## src/rtl/nios2_oci_dct_pkg.sv

```systemverilog
// Shared constants and types for the DCT frame packer.
//   CODE_W : bits per trace code
//   SLOTS  : codes per full frame
//   BUF_W  : frame payload width (CODE_W*SLOTS)
//   CNT_W  : width of the per-frame code count
package nios2_oci_dct_pkg;
  localparam int CODE_W = 2;
  localparam int SLOTS  = 15;
  localparam int BUF_W  = CODE_W * SLOTS;
  localparam int CNT_W  = 4;

  typedef enum logic [1:0] {RUN, ENDING, ENDED} dct_state_e;

  localparam logic [CODE_W-1:0] NOT_TAKEN = 2'b01;
  localparam logic [CODE_W-1:0] TAKEN     = 2'b10;
  localparam logic [CODE_W-1:0] SYNC      = 2'b11;
endpackage

```

## src/rtl/nios2_oci_dct_packer_if.sv

```systemverilog
// Trace-code input handshake, frame output handshake and end-of-test
// status for the DCT packer.
//   master : code producer / frame consumer side
//   slave  : packer side
interface nios2_oci_dct_packer_if;
  import nios2_oci_dct_pkg::*;

  logic              code_valid;
  logic [CODE_W-1:0] code;
  logic              code_ready;
  logic              flush;
  logic              end_req;
  logic [BUF_W-1:0]  dct_buffer;
  logic [CNT_W-1:0]  dct_count;
  logic              frame_valid;
  logic              frame_ready;
  logic              test_ending;
  logic              test_has_ended;

  modport master (
    output code_valid, code, flush, end_req, frame_ready,
    input  code_ready, dct_buffer, dct_count, frame_valid,
           test_ending, test_has_ended
  );

  modport slave (
    input  code_valid, code, flush, end_req, frame_ready,
    output code_ready, dct_buffer, dct_count, frame_valid,
           test_ending, test_has_ended
  );
endinterface

```

## src/rtl/nios2_oci_dct_frame_reg.sv

```systemverilog
// One-deep valid/ready output register for packed frames.
//   clk, reset_n            : clock, async active-low reset
//   load, load_buffer/count : capture a new frame (only when slot is free)
//   frame_ready             : consumer accepts the held frame
//   frame_valid, dct_buffer, dct_count : held frame
module nios2_oci_dct_frame_reg
  import nios2_oci_dct_pkg::*;
(
  input  logic             clk,
  input  logic             reset_n,
  input  logic             load,
  input  logic [BUF_W-1:0] load_buffer,
  input  logic [CNT_W-1:0] load_count,
  input  logic             frame_ready,
  output logic             frame_valid,
  output logic [BUF_W-1:0] dct_buffer,
  output logic [CNT_W-1:0] dct_count
);

  // Payload only changes on load, so it stays stable while stalled.
  always_ff @(posedge clk or negedge reset_n) begin
    if (!reset_n) begin
      frame_valid <= 1'b0;
      dct_buffer  <= '0;
      dct_count   <= '0;
    end else if (load) begin
      frame_valid <= 1'b1;
      dct_buffer  <= load_buffer;
      dct_count   <= load_count;
    end else if (frame_ready) begin
      frame_valid <= 1'b0;
    end
  end

endmodule

```

## src/rtl/nios2_oci_dct_packer.sv

```systemverilog
// Packs 2-bit trace codes into 30-bit DCT frames and sequences the
// end-of-test flush.
//   clk, reset_n : clock, async active-low reset
//   bus          : code handshake, flush/end_req pulses, frame handshake,
//                  test_ending / test_has_ended status
//
//   state  | meaning
//   RUN    | accepting codes, flushing on request
//   ENDING | no new codes; draining residual frame
//   ENDED  | final frame consumed; terminal until reset
module nios2_oci_dct_packer
  import nios2_oci_dct_pkg::*;
(
  input logic                    clk,
  input logic                    reset_n,
  nios2_oci_dct_packer_if.slave  bus
);

  dct_state_e       state;
  logic [BUF_W-1:0] acc;
  logic [CNT_W-1:0] acc_cnt;
  logic             flush_pend;

  logic             slot_free;
  logic             code_ready;
  logic             accept;
  logic             flush_req;
  logic [BUF_W-1:0] cur_buf;
  logic [CNT_W-1:0] cur_cnt;
  logic [BUF_W-1:0] acc_d;
  logic [CNT_W-1:0] cnt_d;
  logic             pend_d;
  logic             load;
  logic [BUF_W-1:0] load_buffer;
  logic [CNT_W-1:0] load_count;

  assign slot_free      = !bus.frame_valid || bus.frame_ready;
  assign code_ready     = (state == RUN) && slot_free;
  assign bus.code_ready = code_ready;
  assign accept         = bus.code_valid && code_ready;
  // Flush pulses are dead once the test has ended.
  assign flush_req      = flush_pend || (bus.flush && state != ENDED);

  always_comb begin
    // Accumulator view including a code accepted this cycle.
    cur_buf     = accept ? {acc[BUF_W-CODE_W-1:0], bus.code} : acc;
    cur_cnt     = accept ? acc_cnt + CNT_W'(1) : acc_cnt;
    acc_d       = cur_buf;
    cnt_d       = cur_cnt;
    pend_d      = flush_req;
    load        = 1'b0;
    load_buffer = cur_buf;
    load_count  = cur_cnt;
    if (accept && cur_cnt == CNT_W'(SLOTS)) begin
      // A full frame also satisfies any flush pending this cycle.
      load   = 1'b1;
      acc_d  = '0;
      cnt_d  = '0;
      pend_d = 1'b0;
    end else if (flush_req && slot_free) begin
      load   = (cur_cnt != '0);
      acc_d  = '0;
      cnt_d  = '0;
      pend_d = 1'b0;
    end
    if (bus.end_req && state == RUN) pend_d = 1'b1;
  end

  always_ff @(posedge clk or negedge reset_n) begin
    if (!reset_n) begin
      state              <= RUN;
      acc                <= '0;
      acc_cnt            <= '0;
      flush_pend         <= 1'b0;
      bus.test_ending    <= 1'b0;
      bus.test_has_ended <= 1'b0;
    end else begin
      acc        <= acc_d;
      acc_cnt    <= cnt_d;
      flush_pend <= pend_d;
      case (state)
        RUN: begin
          if (bus.end_req) begin
            state           <= ENDING;
            bus.test_ending <= 1'b1;
          end
        end
        ENDING: begin
          if (acc_cnt == '0 && !flush_pend && !bus.frame_valid) begin
            state              <= ENDED;
            bus.test_ending    <= 1'b0;
            bus.test_has_ended <= 1'b1;
          end
        end
        default: begin
          state <= ENDED;
        end
      endcase
    end
  end

  nios2_oci_dct_frame_reg u_frame_reg (
    .clk         (clk),
    .reset_n     (reset_n),
    .load        (load),
    .load_buffer (load_buffer),
    .load_count  (load_count),
    .frame_ready (bus.frame_ready),
    .frame_valid (bus.frame_valid),
    .dct_buffer  (bus.dct_buffer),
    .dct_count   (bus.dct_count)
  );

endmodule

```

## src/flat_wrapper.sv

```systemverilog
// flat-port wrapper written by rule: the top's interface ports become plain ports
module nios2_oci_dct_packer_flat import nios2_oci_dct_pkg::*;
  (clk, reset_n, bus_code_valid, bus_code, bus_flush, bus_end_req, bus_frame_ready, bus_code_ready, bus_dct_buffer, bus_dct_count, bus_frame_valid, bus_test_ending, bus_test_has_ended);
  nios2_oci_dct_packer_if bus_i ();
  input logic clk;
  input logic reset_n;
  input wire logic [$bits(bus_i.code_valid)-1:0] bus_code_valid;
  input wire logic [$bits(bus_i.code)-1:0] bus_code;
  input wire logic [$bits(bus_i.flush)-1:0] bus_flush;
  input wire logic [$bits(bus_i.end_req)-1:0] bus_end_req;
  input wire logic [$bits(bus_i.frame_ready)-1:0] bus_frame_ready;
  output wire logic [$bits(bus_i.code_ready)-1:0] bus_code_ready;
  output wire logic [$bits(bus_i.dct_buffer)-1:0] bus_dct_buffer;
  output wire logic [$bits(bus_i.dct_count)-1:0] bus_dct_count;
  output wire logic [$bits(bus_i.frame_valid)-1:0] bus_frame_valid;
  output wire logic [$bits(bus_i.test_ending)-1:0] bus_test_ending;
  output wire logic [$bits(bus_i.test_has_ended)-1:0] bus_test_has_ended;
  assign bus_i.code_valid = bus_code_valid;
  assign bus_i.code = bus_code;
  assign bus_i.flush = bus_flush;
  assign bus_i.end_req = bus_end_req;
  assign bus_i.frame_ready = bus_frame_ready;
  assign bus_code_ready = bus_i.code_ready;
  assign bus_dct_buffer = bus_i.dct_buffer;
  assign bus_dct_count = bus_i.dct_count;
  assign bus_frame_valid = bus_i.frame_valid;
  assign bus_test_ending = bus_i.test_ending;
  assign bus_test_has_ended = bus_i.test_has_ended;
  nios2_oci_dct_packer u_core (.clk(clk), .reset_n(reset_n), .bus(bus_i));
endmodule
```

## config.mk

```make
export PLATFORM = sky130hd
export DESIGN_NAME = nios2_oci_dct_packer_flat
export DESIGN_NICKNAME = d
export VERILOG_FILES = /design/src/rtl/nios2_oci_dct_pkg.sv /design/src/rtl/nios2_oci_dct_packer_if.sv /design/src/rtl/nios2_oci_dct_frame_reg.sv /design/src/rtl/nios2_oci_dct_packer.sv /design/src/flat_wrapper.sv
export SDC_FILE = /design/constraint.sdc
export NUM_CORES = 1
export LEC_CHECK = 0
export CORE_MARGIN = 2
export CORE_UTILIZATION = 42
export CTS_CLUSTER_SIZE = 30
export DETAILED_ROUTE_END_ITERATION = 6
export PLACE_DENSITY = 0.61
export SYNTH_ARGS = -nofsm -noshare
export SYNTH_HDL_FRONTEND = slang
export SYNTH_SLANG_ARGS = --single-unit
```

## constraint.sdc

```tcl
create_clock -name clk -period 5.2 [get_ports clk]
set_input_delay 1.04 -clock clk [delete_from_list [all_inputs] [get_ports clk]]
set_output_delay 1.04 -clock clk [all_outputs]
set_load 0.01 [all_outputs]
```

==> results of run 1 <==
[cell families after synthesis]
logic type,count (synthesis)
flops,74
mux,64
simple gates,54
buf+inv,47
compound gates,16
xor+xnor,4
fa+ha+maj,2
[state kept, by name (all words and copies together), names as in the netlist]
name / cells
u_core.u_frame_reg.dct_buffer: 30
u_core.u_frame_reg.frame_valid: 1
u_core.bus.test_has_ended: 1
u_core.u_frame_reg.dct_count: 4
u_core.acc_cnt: 4
u_core.state: 2
u_core.flush_pend: 1
u_core.bus.test_ending: 1
u_core.acc: 30
[per-layer routing]
| metal | share of wire, % | vias to the layer above | GRT usage [%] |
|---|---|---|---|
| met5 | 0 | - | 0 |
| li1 | - | 947 | - |
| met3 | 2.5 | 9 | 2.74 |
| met1 | 47 | 982 | 19.4 |
| met2 | 48 | 29 | 22.5 |
| met4 | 2.1 | 0 | 7.58 |
[worst max path at each step]
stage,from,end,slack [ns],cells after the start
2_1_floorplan,bus_frame_ready,u_core.u_frame_reg.dct_buffer[10]$_DFFE_PN0P_,2.73,8
3_3_place_gp,bus_frame_ready,u_core.u_frame_reg.dct_buffer[19]$_DFFE_PN0P_,1.28,8
3_5_place_dp,bus_frame_ready,u_core.u_frame_reg.dct_buffer[29]$_DFFE_PN0P_,1.24,8
4_1_cts,bus_frame_ready,u_core.u_frame_reg.dct_buffer[26]$_DFFE_PN0P_,1.59,8
5_1_grt,bus_frame_ready,u_core.u_frame_reg.dct_buffer[26]$_DFFE_PN0P_,1.40,8
6_report,bus_frame_ready,u_core.u_frame_reg.dct_buffer[26]$_DFFE_PN0P_,1.63,8
[stage by stage]
stage / util (%) / hold WS (ns) / setup WS [ns] / area, um^2 / std cells
after floorplan: - / 0.485 / 2.73 / 3210 / 261
after global placement: 50.5 / 0.458 / 1.28 / 3700 / 398
after detailed placement: 50.5 / 0.464 / 1.24 / 3700 / 398
after CTS: 52.8 / 0.484 / 1.59 / 3870 / 413
after global routing: 52.8 / 0.499 / 1.40 / 3870 / 413
final: 52.8 / 0.481 / 1.63 / 3870 / 413
[cells in the final DEF, fill, tap and decap left out]
| master | instances |
|---|---|
| nor3_4 | 1 |
| nor2_2 | 1 |
| o311ai_4 | 1 |
| and3_4 | 1 |
| clkbuf_1 | 1 |
| nand4_4 | 1 |
| nand3_2 | 1 |
| ha_1 | 2 |
| inv_1 | 38 |
| mux2i_1 | 64 |
| clkbuf_8 | 11 |
| a21oi_2 | 1 |
| xor2_1 | 2 |
| o21ai_0 | 4 |
| nor2_1 | 35 |
| a21oi_1 | 4 |
| a21o_2 | 1 |
| xnor2_1 | 2 |
| or2_2 | 1 |
| buf_4 | 3 |
| and3_1 | 1 |
| nand2b_1 | 1 |
| nor2b_1 | 1 |
| a2111oi_2 | 1 |
| dfrtp_1 | 74 |
| o21bai_1 | 1 |
| clkdlybuf4s50_1 | 44 |
| and2b_2 | 1 |
| nor3_1 | 3 |
| o22ai_1 | 1 |
| clkinv_2 | 3 |
| nand2_1 | 4 |
| a21bo_2 | 1 |
| nand4_2 | 1 |
| nand2_2 | 1 |
| a21oi_4 | 1 |
[power groups by stage]
stage,Clock [mW],Combinational [mW],Sequential [mW]
2_1_floorplan,0,0.214,0.693
3_3_place_gp,0,0.330,0.687
3_5_place_dp,0,0.333,0.690
4_1_cts,0.406,0.333,0.678
5_1_grt,0.432,0.358,0.685
6_report,0.396,0.326,0.677
[final cells by class]
class	instances	area, um^2	area share (%)
inverters	38	143	3.69
clock inverters	3	15.0	0.388
repair buffers	47	463	12.0
flip-flops and latches	74	1850	47.9
clock buffers	12	155	4.01
multi-input cells	140	1120	28.9
well taps	99	124	3.20
==> impl_metrics.json, run 1 <==
{
  "syn_area_um2": 3210,
  "grt_pass1_vias": 2045,
  "post_synth_and_or_nand_nor_area_fraction_pct": 8.70,
  "whs_path_depth": 1,
  "crit_family": "simple AND/OR/NAND/NOR gates",
  "power.leakage_nw": 1.71,
  "port_buffers": 45,
  "r2r-start": "u_core.state[0]$_DFFE_PN0P_",
  "ir_worst_vdd_v": 0.000136,
  "num_vias": 1967,
  "grt_start_max_net_pins": 75,
  "initial_core_util_pct": 43.7,
  "synth_adder_area_share_pct": 0.781,
  "drv_slew": 0,
  "fillers": 657,
  "slew_headroom_pct": 39.2,
  "vias_per_cell": 4.76,
  "critPathLaunchType": "input port",
  "fin_skew_ns": 0.00352,
  "ys.flop_type": "dfrtp_1",
  "first_iter_violations": 61,
  "coreArea_um2": 7330,
  "r2r_setup_slack_ns": 2.35,
  "worst_pin_slew_ns": 0.911,
  "drive_gt1_share_pct": 10.2,
  "worstHoldStart": "u_core.bus.test_has_ended$_DFFE_PN0P_",
  "wl_mm": 5.54,
  "ys_seq_area_share_pct": 57.8,
  "ctsHoldBuffers": 0,
  "power_mw": 1.40,
  "arrival_ns": 3.83,
  "drcViolationCount": 0,
  "synth_seq_cells": 74,
  "place.gp.congestion": 0.687,
  "synth_area_leaders": "dfrtp_1 58%, mux2i_1 20%, inv_1 4.4%",
  "syn_avg_cell_area_um2": 12.3,
  "n_antenna_cell": 0,
  "seq_power_share_pct": 48.4,
  "cp-end-kind": "flip-flop",
  "ys_async_sr_fraction_pct": 100,
  "post-cts-setup-buffers": 0,
  "synth_most_common_cell": "dfrtp_1",
  "die_h_um": 91.4,
  "first_pass_iters": 4,
  "p_sw_share_pct": 30.0,
  "synth_compound_area_share_pct": 4.33,
  "design.die.area_um2": 8350,
  "fin_nets": 320,
  "internal_power_mw": 0.979,
  "cts_buffer_depth": 2,
  "htreeDepth": 3,
  "cts_resized": 0,
  "numCtsBuffers": 9,
  "required_ns": 5.46,
  "clk_latency_ns": 0.34,
  "hpwl_mm": 3.62,
  "antenna_found_initial": 0,
  "hold_viol_final": 0,
  "synthDistinctLibCells": 35,
  "ys_warn_count": 0,
  "root_buffer": "clkbuf_8",
  "switchingPower_mw": 0.420,
  "synth-edff-count": 0,
  "combinationalPowerShare_pct": 23.3,
  "ioPinCount": 46,
  "tritoncts": "done",
  "tns_ns": 0,
  "period_needed_ns": 3.57,
  "p_per_area_nw_per_um2": 362,
  "syn_nets": 271,
  "synth.mux.area_fraction_pct": 20.0,
  "track_usage_pct": 14.5,
  "synth_cells": 261,
  "path_buf_inv": 2,
  "status": "completed",
  "cts.sinks": 74,
  "cap_violations": 0,
  "period_share_pct": 68.6,
  "fmax_ghz": 0.280,
  "hp-class": "reg2reg",
  "path_max_fanout": 30,
  "synth_top_family_by_area": "multiplexers",
  "max_stage_delay_ns": 0.65,
  "yosysTopAreaCellShare_pct": 57.8,
  "synth_top_cell_by_area": "dfrtp_1",
  "drtAntennaViolNets": 0,
  "finalSetupViolCount": 0,
  "clockPowerShare_pct": 28.3,
  "crit_chain": "clkdlybuf4s50_1 > nand2b_1 > and3_4 > nand2_1 > xor2_1 > a21oi_4 > buf_4 > mux2i_1",
  "grt_remaining_overflow": 0,
  "die_x_um": 91.4,
  "cp_slowest_cell": "a21oi_4",
  "grt_pass1_wl_mm": 9.55,
  "synthTopCellsByCount": "74 x dfrtp_1, 64 x mux2i_1, 38 x inv_1",
  "synth_xor_area_share_pct": 1.09,
  "critPathKind": "in2reg",
  "timing.rr.end": "u_core.u_frame_reg.dct_buffer[26]$_DFFE_PN0P_",
  "area_delta_synth_final_pct": 20.7,
  "min_to": "u_core.bus.test_has_ended$_DFFE_PN0P_",
  "wl_per_cell_um": 13.4,
  "rsz0062_at_grt": "false",
  "reg2reg_depth": 7,
  "fp-row-count": 31,
  "clk_pin_slew_ns": 0.07
}
(Power assumes the default switching activity.)
==> run 2: changes to the inputs <==
--- a/config.mk
+++ b/config.mk
@@ -9,7 +9,7 @@
 export CORE_UTILIZATION = 42
 export CTS_CLUSTER_SIZE = 30
 export DETAILED_ROUTE_END_ITERATION = 6
-export PLACE_DENSITY = 0.61
+export PLACE_DENSITY = 0.64
 export SYNTH_ARGS = -nofsm -noshare
 export SYNTH_HDL_FRONTEND = slang
 export SYNTH_SLANG_ARGS = --single-unit
==> constraint.sdc (replaced) <==
create_clock -name clk -period 3.04 [get_ports clk]
set_input_delay 0.608 -clock clk [delete_from_list [all_inputs] [get_ports clk]]
set_output_delay 0.608 -clock clk [all_outputs]
set_load 0.01 [all_outputs]
==> run 2 against run 1 <==
Compared with the run above: utilization is 1.2 points higher; combinational power up 79%; clock power rose by 110%; sequential power up 70%; flip-flop and latch count unchanged.
==> impl_metrics.json, run 2 (synthesis gave the netlist of run 1 again) <==
{
  "antenna_found_initial": 0,
  "die_x_um": 91.4,
  "switchingPower_mw": 0.747,
  "multi_input_area_um2": 1120,
  "final_common_cell": "dfrtp_1",
  "design.die.area_um2": 8350,
  "cp-end-kind": "primary output",
  "grt_start_max_net_pins": 75,
  "clockPowerShare_pct": 32.3,
  "area_delta_synth_final_pct": 23.5,
  "dpl_cell_area_um2": 3740,
  "period_share_pct": 80.7,
  "fin_cells": 416,
  "ir_worst_vdd_v": 0.000256,
  "hpwl_mm": 3.65,
  "final_util_pct": 54.0,
  "wl_mm": 5.51,
  "critPathLaunchType": "input port",
  "clk_latency_ns": 0.35,
  "required_ns": 2.43,
  "seq_power_share_pct": 45.0,
  "r2r-start": "u_core.acc_cnt[0]$_DFF_PN0_",
  "regArea_um2": 1850,
  "hp-class": "in2async",
  "slew_headroom_pct": 38.0,
  "final_area_um2": 3960,
  "r2r_setup_slack_ns": 0.70,
  "wl_per_cell_um": 13.2,
  "ioPinCount": 46,
  "drv_slew": 0,
  "reg2reg_depth": 8,
  "num_vias": 1927,
  "grt_pass1_wl_mm": 9.72,
  "power_mw": 2.57,
  "root_buffer": "clkbuf_8",
  "tns_ns": 0,
  "period_needed_ns": 2.45,
  "hold_viol_final": 0,
  "grt_pass1_vias": 2003,
  "timing.rr.end": "u_core.u_frame_reg.frame_valid$_DFFE_PN0P_",
  "status": "completed",
  "clk_pin_slew_ns": 0.07,
  "ctsHoldBuffers": 0,
  "fmax_ghz": 0.407,
  "die_h_um": 91.4,
  "cts_buffer_depth": 2,
  "power.leakage_nw": 1.74,
  "worst_pin_slew_ns": 0.930,
  "place.gp.congestion": 0.776,
  "vias_per_cell": 4.63,
  "htreeDepth": 3,
  "internal_power_mw": 1.82,
  "finalSetupViolCount": 0,
  "initial_core_util_pct": 43.7,
  "numCtsBuffers": 9,
  "p_sw_share_pct": 29.1,
  "cap_violations": 0,
  "track_usage_pct": 15.0,
  "coreArea_um2": 7330,
  "rsz0062_at_grt": "false",
  "largestRegisters": "u_core.acc (30), u_core.u_frame_reg.dct_buffer (30)",
  "first_pass_iters": 4,
  "critPathKind": "in2out",
  "layout_common_cells": "74 x dfrtp_1, 64 x mux2i_1, 44 x clkdlybuf4s50_1",
  "cts_resized": 0,
  "drtAntennaViolNets": 0,
  "cts.sinks": 74,
  "arrival_ns": 1.85,
  "n_antenna_cell": 0,
  "grt_remaining_overflow": 0,
  "p_per_area_nw_per_um2": 648,
  "fin_skew_ns": 0.00884,
  "path_max_fanout": 4,
  "drive_gt1_share_pct": 11.4,
  "drcViolationCount": 0,
  "dp_cells": 400,
  "fin_nets": 322,
  "post-cts-setup-buffers": 0,
  "fillers": 630,
  "fp-row-count": 31,
  "combinationalPowerShare_pct": 22.7,
  "port_buffers": 45,
  "first_iter_violations": 77,
  "tritoncts": "done"
}
-- run 2: how the worst max path moves through the flow --
stage	start	to	cells past startpoint	slack [ns]
3_3_place_gp	bus_frame_ready	u_core.u_frame_reg.frame_valid$_DFFE_PN0P_	8	0.34
3_5_place_dp	bus_frame_ready	u_core.u_frame_reg.frame_valid$_DFFE_PN0P_	8	0.34
2_1_floorplan	u_core.acc_cnt[0]$_DFF_PN0_	u_core.u_frame_reg.frame_valid$_DFFE_PN0P_	7	0.94
5_1_grt	bus_frame_ready	bus_code_ready	4	0.47
4_1_cts	bus_frame_ready	bus_code_ready	4	0.58
6_report	bus_frame_ready	bus_code_ready	4	0.59
-- run 2: worst max-delay path, stage by stage --
cell and delay [ns]:
clkdlybuf4s50_1 0.47, nor2b_1 0.08, nor3_1 0.13, clkdlybuf4s50_1 0.55
-- run 2: area by class of cell --
cell class / instances / share of cell area (%)
clock buffers: 9 / 3.13
clock inverters: 7 / 2.37
inverters: 38 / 3.60
multi-input cells: 140 / 28.3
flip-flops and latches: 74 / 46.8
well taps: 99 / 3.13
repair buffers: 49 / 12.7
-- run 2: routing by layer --
layer	vias up	track usage, %	wire length [um]
met3	11	3.98	194
met1	929	21.1	2710
met5	-	0	0
met2	34	20.9	2470
met4	0	8.21	136
li1	953	-	-
-- run 2: stage by stage --
| stage | setup slack, ns | hold WS, ns |
|---|---|---|
| 4_1_cts | 0.585 | 0.426 |
| 2_1_floorplan | 0.937 | 0.312 |
| 6_report | 0.585 | 0.370 |
| 3_3_place_gp | 0.340 | 0.459 |
| 5_1_grt | 0.467 | 0.453 |
| 3_5_place_dp | 0.339 | 0.481 |
-- run 2: power by group through the flow --
stage / combinational [mW] / sequential [mW] / clock (mW)
6_report: 0.584 / 1.15 / 0.829
5_1_grt: 0.644 / 1.17 / 0.903
4_1_cts: 0.595 / 1.16 / 0.854
3_5_place_dp: 0.593 / 1.18 / 0
3_3_place_gp: 0.588 / 1.17 / 0
2_1_floorplan: 0.365 / 1.18 / 0
